===== src/rtl/pixsel_mode_pkg.sv =====
// pixsel_mode_pkg: FSM state encodings and default parameters for the pixsel mode controller
package pixsel_mode_pkg;
  typedef enum logic [1:0] {
    WAIT_RDY = 2'd0,
    RUN      = 2'd1,
    PEND     = 2'd2,
    BLANK    = 2'd3
  } state_t;
  localparam int         DEF_DEB_CYCLES   = 1000000;
  localparam int         DEF_BLANK_FRAMES = 2;
  localparam bit         DEF_VS_POL       = 1'b1;
  localparam logic [7:0] DEF_INIT_MODE    = 8'h00;
endpackage


===== src/rtl/sw_debounce.sv =====
// sw_debounce: 2-flop synchronizer plus down-counter debounce for the 8 board switches
module sw_debounce
  import pixsel_mode_pkg::*;
#(
  parameter int         DEB_CYCLES = DEF_DEB_CYCLES,
  parameter logic [7:0] INIT       = DEF_INIT_MODE
) (
  input  logic       clk,
  input  logic       rst_n,
  input  logic [7:0] sw,
  output logic [7:0] stable
);
  localparam int CW = $clog2(DEB_CYCLES + 1);
  logic [7:0] s1, s2, cand;
  logic [CW-1:0] cnt;
  // stable is copied on the edge that takes the counter to 0, giving DEB_CYCLES+3 total latency
  always_ff @(posedge clk) begin
    if (!rst_n) begin
      s1     <= INIT;
      s2     <= INIT;
      cand   <= INIT;
      stable <= INIT;
      cnt    <= CW'(DEB_CYCLES);
    end else begin
      s1 <= sw;
      s2 <= s1;
      if (s2 != cand) begin
        cand <= s2;
        cnt  <= CW'(DEB_CYCLES);
      end else begin
        if (cnt != '0) cnt <= cnt - CW'(1);
        if (cnt <= CW'(1)) stable <= cand;
      end
    end
  end
endmodule


===== src/rtl/pixsel_mode_ctl.sv =====
// pixsel_mode_ctl: frame-aligned mode switching with post-change blanking for pixsel
module pixsel_mode_ctl
  import pixsel_mode_pkg::*;
#(
  parameter int         DEB_CYCLES   = DEF_DEB_CYCLES,
  parameter int         BLANK_FRAMES = DEF_BLANK_FRAMES,
  parameter bit         VS_POL       = DEF_VS_POL,
  parameter logic [7:0] INIT_MODE    = DEF_INIT_MODE
) (
  input  logic       CLK_I,
  input  logic       RSTN_I,
  input  logic [7:0] SW_I,
  input  logic       VS_I,
  input  logic       FB_RDY_I,
  output logic [7:0] MODE_O,
  output logic       BLANK_O,
  output logic       CHG_O,
  output logic [1:0] STATE_O
);
  state_t state, nxt;
  logic [7:0] stable;
  logic [3:0] fcnt;
  logic vs_q, vs_start, load, blank_d, diff;
  sw_debounce #(.DEB_CYCLES(DEB_CYCLES), .INIT(INIT_MODE)) u_deb (
    .clk   (CLK_I),
    .rst_n (RSTN_I),
    .sw    (SW_I),
    .stable(stable)
  );
  assign vs_start = (VS_I == VS_POL) && (vs_q != VS_POL);
  assign diff     = stable != MODE_O;
  assign STATE_O  = state;
  always_ff @(posedge CLK_I) begin
    if (!RSTN_I) begin
      state   <= WAIT_RDY;
      MODE_O  <= INIT_MODE;
      BLANK_O <= 1'b1;
      CHG_O   <= 1'b0;
      fcnt    <= 4'd0;
      vs_q    <= ~VS_POL;
    end else begin
      state   <= nxt;
      vs_q    <= VS_I;
      BLANK_O <= blank_d;
      CHG_O   <= load;
      if (load) begin
        MODE_O <= stable;
        fcnt   <= 4'(BLANK_FRAMES);
      end else if (state == BLANK && vs_start && fcnt != 4'd0) begin
        fcnt <= fcnt - 4'd1;
      end
    end
  end
  always_comb begin
    nxt = state;
    case (state)
      WAIT_RDY: nxt = vs_start ? RUN : WAIT_RDY;
      RUN:      nxt = diff ? PEND : RUN;
      PEND:     nxt = !diff ? RUN : vs_start ? BLANK : PEND;
      BLANK:    nxt = (vs_start && fcnt <= 4'd1) ? (diff ? PEND : RUN) : BLANK;
    endcase
    if (!FB_RDY_I) nxt = WAIT_RDY;
  end
  always_comb begin
    load    = (state == PEND) && (nxt == BLANK);
    blank_d = (nxt == WAIT_RDY) || (nxt == BLANK);
  end
endmodule


===== config.mk =====
export PLATFORM = sky130hd
export DESIGN_NAME = pixsel_mode_ctl
export DESIGN_NICKNAME = d
export VERILOG_FILES = /design/src/rtl/pixsel_mode_pkg.sv /design/src/rtl/sw_debounce.sv /design/src/rtl/pixsel_mode_ctl.sv
export SDC_FILE = /design/constraint.sdc
export NUM_CORES = 1
export LEC_CHECK = 0
export ABC_AREA = 1
export BUFFER_PORTS_ARGS = -buffer_cell sky130_fd_sc_hd__buf_2
export CORE_ASPECT_RATIO = 1.75
export CORE_MARGIN = 3
export CORE_UTILIZATION = 40
export CTS_CLUSTER_SIZE = 12
export DETAILED_ROUTE_END_ITERATION = 10
export MAX_ROUTING_LAYER = met4
export PLACE_DENSITY = 0.67
export SETUP_SLACK_MARGIN = 0.3
export SLEW_MARGIN = 10
export SYNTH_ARGS = -nofsm -noshare
export SYNTH_HDL_FRONTEND = slang
export SYNTH_HIERARCHICAL = 1
export SYNTH_SLANG_ARGS = --single-unit

===== constraint.sdc =====
create_clock -name CLK_I -period 2.5 [get_ports CLK_I]
set_clock_uncertainty 0.2 [all_clocks]
set_input_delay 0.25 -clock CLK_I [delete_from_list [all_inputs] [get_ports CLK_I]]
set_output_delay 0.25 -clock CLK_I [all_outputs]
set_load 0.05 [all_outputs]

### Word-level counts from Yosys, hierarchy flattened

Index checks and enable logic that the tools add are counted.

* register bits: 69
* input bits: 12
* output and inout bits: 12
* word-level logic and storage cells: 48

* $add $sub $neg: 2
* magnitude comparators: 2
* equal/unequal tests: 6
* mux-type cells: 9
* bitwise operators: 3
* reduce and logical (&&, ||, !) cells: 14

Operators with widths (count)
* 20-bit by 1-bit <= comparator with 1-bit output, second input constant: 1
* 20-bit nonzero test: 1
* 20-bit by 1-bit subtractor with 20-bit output, second input constant: 1
* 8-bit != test: 2
* 2-bit two-way mux: 6
* 2-bit one-hot mux with 4 select lines: 1
* 2-bit equality test, second input constant: 3
* 1-bit logical AND: 5
* 4-bit by 1-bit <= comparator with 1-bit output, second input constant: 1
* 2-bit logical NOT: 2
* 4-bit nonzero test: 1
* 2-bit OR reduction: 2
* 4-bit by 1-bit subtractor with 4-bit output, second input constant: 1
* 1-bit NOT: 3
* 2-bit by 1-bit equality test with 1-bit output, second input constant: 1
* 1-bit two-way mux: 2
* 2-bit AND reduction: 1
* 2-bit nonzero test: 1
* 1-bit logical OR: 1

### Longest topological paths before layout

Gate-level depths: netlist of run 1.

* word-level depth: 9
* mapped depth: 16
* depth with buffers taken out: 16

### Modules after synthesis

The synthesis of run 1 kept the hierarchy.

Modules (own cells, without submodules)
* sw_debounce: instances 1, cells each 313, area each 2317.2 µm², sequential area each 1041.0 µm²
* pixsel_mode_ctl: instances 1, cells each 117, area each 878.3 µm², sequential area each 340.3 µm²

### Least setup slack after synthesis of run 1

OpenSTA, ideal clock, no wires.

* path type: register -> register
* from: register MODE_O[4]
* to: register fcnt[2]
* data arrival time: 1.938 ns
* required time: 2.220 ns
* slack: 0.282 ns
* cell stages (with the launch flop): 11
* clock period less this slack: 2.218 ns
* cell sequence: dfxtp_1 xnor2_1 nand2_1 nor2_1 nand2_1 o211ai_1 inv_1 ha_1 nand3_2 nand2_1 nor3b_1

* cells in the longest elaborated chain, start to end: 8

RTL lines
* from (decl): RTL line pixsel_mode_ctl.sv:15 `output logic [7:0] MODE_O,`
* from (signal assigned): RTL line pixsel_mode_ctl.sv:47 `MODE_O <= stable;`
* 8-bit != test *: RTL line pixsel_mode_ctl.sv:31 `assign diff = stable != MODE_O;`
* 2-bit two-way mux: RTL line pixsel_mode_ctl.sv:58, pixsel_mode_ctl.sv:60
* 2-bit two-way mux: RTL line pixsel_mode_ctl.sv:60 `BLANK: nxt = (vs_start && fcnt <= 4'd1) ? (diff ? PEND : RUN) : BLANK;`
* 2-bit one-hot mux with 4 select lines *: RTL line pixsel_mode_ctl.sv:56 `case (state)`
* 2-bit two-way mux *: RTL line pixsel_mode_ctl.sv:62 `if (!FB_RDY_I) nxt = WAIT_RDY;`
* named net nxt[1]: RTL line pixsel_mode_ctl.sv:20 `state_t state, nxt;`
* 2-bit equality test *: RTL line pixsel_mode_ctl.sv:65 `load = (state == PEND) && (nxt == BLANK);`
* 1-bit logical AND *: RTL line pixsel_mode_ctl.sv:65
* 2-bit OR reduction (no source line) *
* to (signal assigned): RTL line pixsel_mode_ctl.sv:48 `fcnt <= 4'(BLANK_FRAMES);`
* to (signal assigned): RTL line pixsel_mode_ctl.sv:50 `fcnt <= fcnt - 4'd1;`
* to (decl): RTL line pixsel_mode_ctl.sv:22 `logic [3:0] fcnt;`

The timed path passes the listed nets; every way through them passes the cells marked *.
A chain may end at the register's enable or synchronous reset.

### Final worst setup path of run 1

* from: register fcnt[0]
* to: register MODE_O[0]

* cells in the longest elaborated chain, start to end: 7

RTL lines (RTL line)
* 4-bit by 1-bit <= comparator with 1-bit output: pixsel_mode_ctl.sv:60
* 1-bit logical AND: pixsel_mode_ctl.sv:60
* 2-bit two-way mux: pixsel_mode_ctl.sv:60
* 2-bit one-hot mux with 4 select lines: pixsel_mode_ctl.sv:56
* 2-bit two-way mux: pixsel_mode_ctl.sv:62
* named net nxt[0]: pixsel_mode_ctl.sv:20
* 2-bit equality test: pixsel_mode_ctl.sv:65
* 1-bit logical AND: pixsel_mode_ctl.sv:65

The timed path passes the listed nets, and every way through them passes these cells.

==> run_results.csv, run 1 <==
group,metric,value,unit
setup_path,path_delay_family,"simple AND/OR/NAND/NOR gates",
global_route,grtUsageMet3,2.99,%
final_layout,seqCellArea,1390,sq um
final_layout,area_growth,20.0,%
clocking,clkTransAtPathRegs,0.06,ns
sta,worstMarginPinSlew,0.316,ns
die,core_area,7670,sq um
global_route,grt-busiest-layer,"met2",
routing,drc,0,
setup_path,critPathArrivalTime,2.12,ns
pwr,clkPwrFrac,47.2,%
logic_synthesis,post_synth.cell_area_avg,7.43,sq um
setup_path,crit_path_end_kind,"register",
clocking,cts_tree,"built",
sta,fin_crit,2.07,ns
setup_path,crit_start,"fcnt[0]",
logic_synthesis,synth_flop_cell,"dfxtp_1",
die,die_area,9140,sq um
clocking,cts_root_buf,"clkbuf_16",
setup_path,crit_slowest_cell,"dfxtp_4",
pwr,p_int,1.98,mW
hold_path,min_from,"RSTN_I",
global_route,grt_pass1_wl,10500,microns
routing,via_count,2570,
status,status,"finished clean",
global_route,grt_util_all_layers,14.7,%
setup_path,start_kind,"register",
logic_synthesis,yosysTopAreaCellShare,43.2,%
setup_path,cp.required,2.56,ns
logic_synthesis,yosysTopAreaCell,"dfxtp_1",
routing,drtIter0Drc,84,
logic_synthesis,synth_edf_count,0,
logic_synthesis,netlist_top_cells_area,"dfxtp_1 (43%), nand2_1 (16%), inv_1 (8.3%), nor2_1 (4.9%), nand3_1 (3.4%)",
sta,drv_slew,0,
global_route,grt_max_degree,23,
routing,wl_per_cell,10.2,microns
logic_synthesis,yosysUniqueCellTypes,36,
routing,vias_per_cell,4.56,
die,die_w,73.6,microns
logic_synthesis,syn_area,3200,sq um
pwr,p_comb_share,8.5,%
die,fp.dieH,124,microns
logic_synthesis,syn-num-nets,449,
pwr,seq_power_share,44.3,%
die,ios,24,
place,dp.final_hpwl,4220,microns
die,initial_core_util,41.7,%
logic_synthesis,synth_seq_cells,69,
pwr,switching_share,23.7,%
logic_synthesis,syn_inst,430,
routing,drtAntennaViolNets,0,
setup_path,timing.rr.start,"fcnt[0]",
sta,setup_violations,0,
place,place_area,3410,sq um
final_layout,final_util,50.0,%
final_layout,diodes,0,
global_route,grtUsageMet2,24.9,%
clocking,clock_latency,0.33,ns
routing,routed_wl,5750,microns
run,cap_violations,0,
global_route,met1_usage,15.7,%
logic_synthesis,seq_area_frac_synth,43.2,%
place,port_buffers,23,
final_layout,nets,490,
logic_synthesis,ys.warnings.count,6,
sta,setup_tns,0,ns
clocking,cts.sinks,69,
clocking,h-tree-depth,3,
clocking,numCtsBuffers,9,
setup_path,critPathMaxFanout,7,
place,place_congestion,0.832,
sta,rsz0062_at_grt,"no",
final_layout,multiInputGateArea,1520,sq um
sta,min_period_over_period,82.6,%
setup_path,worstPathCellList,"inv_2 > ha_2 > o211ai_1 > nand2_1 > nand2_1 > nand2_1 > nand2_1 > nand2_2 > inv_1 > ha_2 > nand3_4 > nor2_4 > inv_2 > o22ai_1",
logic_synthesis,async_flop_share,0,%
sta,clock.fmax,484,MHz
routing,drtPass1Iterations,4,
setup_path,crit_buf_inv,3,
pwr,ir_drop,0.546,mV
setup_path,crit_path_frequent_cell,"nand2_1",
pwr,fin_total_pwr,2.59,mW
pwr,p_leak,1.88,nW
pwr,power_density,676,nW/um^2
final_layout,fill_cells,743,
hold_path,min_path_type,"primary input to register",
global_route,grt_overflow,0,
die,num_rows,42,
sta,slew_headroom,79.0,%
global_route,antenna_found_initial,0,
final_layout,finish.instance_area,3830,sq um
final_layout,drive_above_1_share,19.3,%
sta,finalHoldViolCount,0,
clocking,cts.path.max_buffers,2,
global_route,grt_pass1_vias,2468,
sta,holdWs,0.0637,ns
pwr,switching_power,0.615,mW
setup_path,path_class,"register to register",
setup_path,cpPeakStageDelay,0.37,ns
==> metal layers <==
metal	vias to the layer above	share of wire, %
li1	1384	-
met1	1148	42
met2	29	53
met3	9	3.0
met4	0	2.4
met5	-	0
==> cells in the mapped netlist (4+ instances only) <==
| cell | n |
|---|---|
| inv_1 | 71 |
| a21oi_1 | 10 |
| xor2_1 | 5 |
| ha_1 | 7 |
| nor2_2 | 6 |
| inv_2 | 4 |
| nor2_1 | 42 |
| xnor2_1 | 12 |
| nand2_1 | 132 |
| nand3_1 | 22 |
| dfxtp_1 | 69 |
| a21oi_2 | 4 |
==> cell usage in the layout (no fill, tap or decap), types with 2 or more instances in the layout <==
master / netlist / final
dfxtp_1: 69 / 62
a21oi_1: 10 / 10
nor2_1: 42 / 42
xnor2_1: 12 / 12
o211ai_1: 3 / 3
clkinv_2: 0 / 2
o21ai_1: 3 / 3
inv_2: 4 / 7
ha_2: 0 / 2
nor2_8: 2 / 2
nor3_2: 3 / 3
a21oi_2: 4 / 4
nor2_4: 3 / 3
buf_4: 0 / 2
nand2_2: 3 / 5
nand2_1: 132 / 130
clkbuf_16: 0 / 9
nand3_1: 22 / 22
nor3_1: 2 / 2
dfxtp_2: 0 / 6
nor3b_2: 3 / 3
inv_1: 71 / 68
nand3_2: 3 / 2
ha_1: 7 / 5
nand2_4: 2 / 2
dlygate4sd3_1: 0 / 10
nand3_4: 1 / 2
nor2_2: 6 / 6
xor2_1: 5 / 5
clkinvlp_4: 0 / 2
buf_2: 2 / 23
nand3b_1: 2 / 2
o22ai_1: 3 / 2
==> stage by stage <==
stage               std cells  setup WS (ns)
finish                    564          0.434
global route              564          0.308
CTS                       564          0.313
detailed placement        537          0.174
global placement          537          0.302
floorplan                 430          0.314
==> kinds of logic after synthesis <==
group | Yosys count | synth area share (%)
AO/OA/AOI/OAI | 25 | 4.82
flip-flops | 69 | 43.2
AND/OR/NAND/NOR | 231 | 34.7
adder cells (fa/ha/maj) | 7 | 2.74
XOR/XNOR | 17 | 4.66
buffers and inverters | 81 | 9.83
==> repair_timing <==
action | 4_1_cts | 5_1_grt
setup endpoints to repair | 11 | 12
hold endpoints to repair | 10 | 0
cloned | 0 | 0
buffers inserted | 1 | 0
pin swaps | 2 | 5
gates resized for setup | 3 | 9
hold buffers | 10 | 0
==> area by class of cell <==
type | instances | area share, %
Timing Repair Buffer | 35 | 6.00
Tap cell | 88 | 2.87
Clock buffer | 10 | 5.97
Multi-Input combinational cell | 280 | 39.7
Sequential cell | 69 | 36.3
Inverter | 76 | 7.44
Clock inverter | 6 | 1.66
==> sequential cells by signal (all words and copies together) (netlist names), 2 cells and up <==
register	flops
u_deb/cnt	20
MODE_O	8
STATE_O	2
u_deb/cand	8
fcnt	4
u_deb/stable	8
u_deb/s1	8
u_deb/s2	8
==> worst paths after layout <==
| kind | end | slack, ns | depth (start not counted) |
|---|---|---|---|
| worst max-delay path | MODE_O[0] | 0.43 | 14 |
| worst min-delay path | BLANK_O | 0.06 | 2 |
| worst max register to register | MODE_O[0] | 0.43 | 14 |
| worst min register to register | u_deb/s2[2] | 0.21 | 2 |
==> power by group through the flow <==
stage                     clock, mW  combinational [mW]  sequential (mW)
after floorplan                   0               0.165             1.17
final                          1.22               0.221             1.15
after CTS                      1.25               0.221             1.15
after global placement            0               0.203             1.17
after global routing           1.31               0.253             1.15
after detailed placement          0               0.207             1.17
No activity file was read; power rests on OpenSTA's default activity.
==> run 2: changes to the inputs <==
==> constraint.sdc (replaced) <==
create_clock -name CLK_I -period 2.1 [get_ports CLK_I]
set_clock_uncertainty 0.2 [all_clocks]
set_input_delay 0.21 -clock CLK_I [delete_from_list [all_inputs] [get_ports CLK_I]]
set_output_delay 0.21 -clock CLK_I [all_outputs]
set_load 0.05 [all_outputs]
==> run 2 against run 1 <==
- wire length up 11%
- maximum frequency increased by 2.3%
- cell count increased by 3.4%
- sequential share of layout area decreased by 1.9 points
- power up 20%
- critical path type unchanged
- largest cell class unchanged
==> run_results.csv, run 2 (same netlist as run 1, synthesis figures left out) <==
group,metric,value,unit
run,cap_violations,0,
setup_path,path_class,"register to register",
setup_path,cpPeakStageDelay,0.35,ns
pwr,switching_share,23.7,%
routing,routed_wl,6370,microns
sta,finalHoldViolCount,0,
global_route,grt_pass1_wl,10800,microns
routing,drc,0,
clocking,h-tree-depth,3,
setup_path,crit_slowest_cell,"dfxtp_2",
die,num_rows,42,
setup_path,crit_path_frequent_cell,"buf_4",
setup_path,crit_path_end_kind,"register",
setup_path,start_kind,"register",
clocking,cts.path.max_buffers,2,
global_route,grt_pass1_vias,2626,
final_layout,largest_register_ffs,20,
setup_path,critPathArrivalTime,2.07,ns
place,post-place-ws,0.0364,ns
clocking,numCtsBuffers,9,
hold_path,min_path_type,"primary input to register",
pwr,p_int,2.38,mW
pwr,p_comb_share,9.0,%
place,dp.final_hpwl,4330,microns
clocking,cts_tree,"built",
global_route,antenna_found_initial,0,
routing,vias_per_cell,4.66,
global_route,grt_max_degree,20,
pwr,clkPwrFrac,47.4,%
setup_path,crit_buf_inv,8,
setup_path,rrSetupSlack,0.08,ns
hold_path,hold-path-endpoint,"BLANK_O",
sta,slew_headroom,69.1,%
place,place_congestion,0.815,
setup_path,worstPathCellList,"inv_4 > ha_2 > o211ai_1 > nand2_1 > inv_1 > o211ai_1 > buf_4 > buf_4 > buf_4 > buf_4 > buf_4 > buf_4 > nor2_1",
pwr,p_leak,2.01,nW
sta,rsz0062_at_grt,"yes",
die,ios,24,
sta,clock.fmax,495,MHz
routing,wl_per_cell,10.9,microns
sta,drv_slew,0,
setup_path,timing.rr.end,"STATE_O[1]",
sta,setup_violations,0,
final_layout,nets,510,
final_layout,diodes,0,
hold_path,hold-path-cell-count,2,
clocking,clkTransAtPathRegs,0.05,ns
sta,worstMarginPinSlew,0.464,ns
setup_path,critPathMaxFanout,3,
routing,drtIter0Drc,73,
pwr,seq_power_share,43.6,%
final_layout,final_common_cell,"nand2_1",
die,fp.dieH,124,microns
hold_path,min_from,"RSTN_I",
final_layout,drive_above_1_share,28.9,%
routing,via_count,2719,
setup_path,cp.required,2.16,ns
global_route,grt_util_all_layers,15.3,%
routing,drtAntennaViolNets,0,
clocking,cts_root_buf,"clkbuf_16",
pwr,fin_total_pwr,3.12,mW
clocking,cts.sinks,69,
setup_path,reg2reg_depth,13,
pwr,power_density,749,nW/um^2
clocking,clock_latency,0.33,ns
routing,drtPass1Iterations,4,
final_layout,area_growth,30.2,%
pwr,switching_power,0.740,mW
die,die_area,9140,sq um
pwr,ir_drop,0.419,mV
global_route,grt_overflow,0,
die,core_area,7670,sq um
sta,worst_slack,0.0812,ns
final_layout,regMostFlops,"u_deb/cnt",
sta,fin_crit,2.02,ns
status,status,"finished clean",
die,initial_core_util,41.7,%
place,port_buffers,23,
setup_path,path_delay_family,"buffers and inverters",
die,die_w,73.6,microns
final_layout,final_cell_mix,"nand2_1 (130), inv_1 (59), dfxtp_1 (49)",
setup_path,timing.rr.start,"fcnt[1]",
sta,min_period_over_period,96.1,%
## run 2: changes by cell type in the layout (fill, tap and decap cells not counted), sizes merged
cell,before,now
clkbuf,10,11
clkinv,4,2
buf,25,45
## run 2: power by group through the flow
| stage | Clock (mW) | Combinational (mW) | Sequential, mW |
|---|---|---|---|
| global placement | 0 | 0.244 | 1.38 |
| CTS | 1.51 | 0.271 | 1.36 |
| floorplan | 0 | 0.197 | 1.39 |
| global route | 1.57 | 0.312 | 1.36 |
| finish | 1.48 | 0.281 | 1.36 |
| detailed placement | 0 | 0.250 | 1.39 |
## run 2: metrics by stage
stage,setup TNS (ns),std cells,hold slack [ns],utilization [%],instance area [sq um]
after floorplan,0,430,0.103,-,3260
after global placement,0,537,0.196,45.2,3470
after detailed placement,0,537,0.197,45.2,3470
after CTS,0,577,0.0796,52.9,4060
after global routing,-0.184,583,0.113,54.2,4160
final,0,583,0.0945,54.2,4160
## run 2: worst reg2reg max path, delay by kind of cell (launching register included)
| kind | cells | cell delay [ns] |
|---|---|---|
| adders and majority gates | 1 | 0.15 |
| buffers and inverters | 8 | 0.82 |
| AOI/OAI and AO/OA | 2 | 0.27 |
| DFF | 1 | 0.35 |
| and+or+nand+nor | 2 | 0.16 |
## run 2: worst max path at each step
stage	from	end	cells past startpoint
after floorplan	fcnt[0]	MODE_O[0]	14
after global placement	fcnt[0]	MODE_O[1]	14
after detailed placement	fcnt[0]	MODE_O[0]	14
after CTS	fcnt[1]	MODE_O[0]	14
after global routing	u_deb/stable[2]	MODE_O[1]	14
final	fcnt[1]	STATE_O[1]	13
## run 2: layout make-up
class	instances	area, sq um
timing repair buffer	55	393
inverter	76	295
clock buffer	11	243
fill	704	3510
tap	88	110
multi-input combinational	280	1640
clock inverter	4	50.0
sequential	69	1430
## run 2: timing repair
item                                   4_1_cts  5_1_grt
pin swaps                                    7       12
setup buffers                               15        6
hold buffers                                10        0
cloned                                       0        0
setup endpoints to repair                   17       43
resized for setup                           20       18
endpoints found under the hold margin       10        0
## run 2: metal layers
metal / global-route usage (%) / wire [microns] / vias up
li1: - / - / 1430
met1: 14.8 / 2630 / 1250
met2: 26.8 / 3440 / 31
met3: 3.40 / 168 / 8
met4: 8.43 / 120 / 0
met5: - / 0 / -
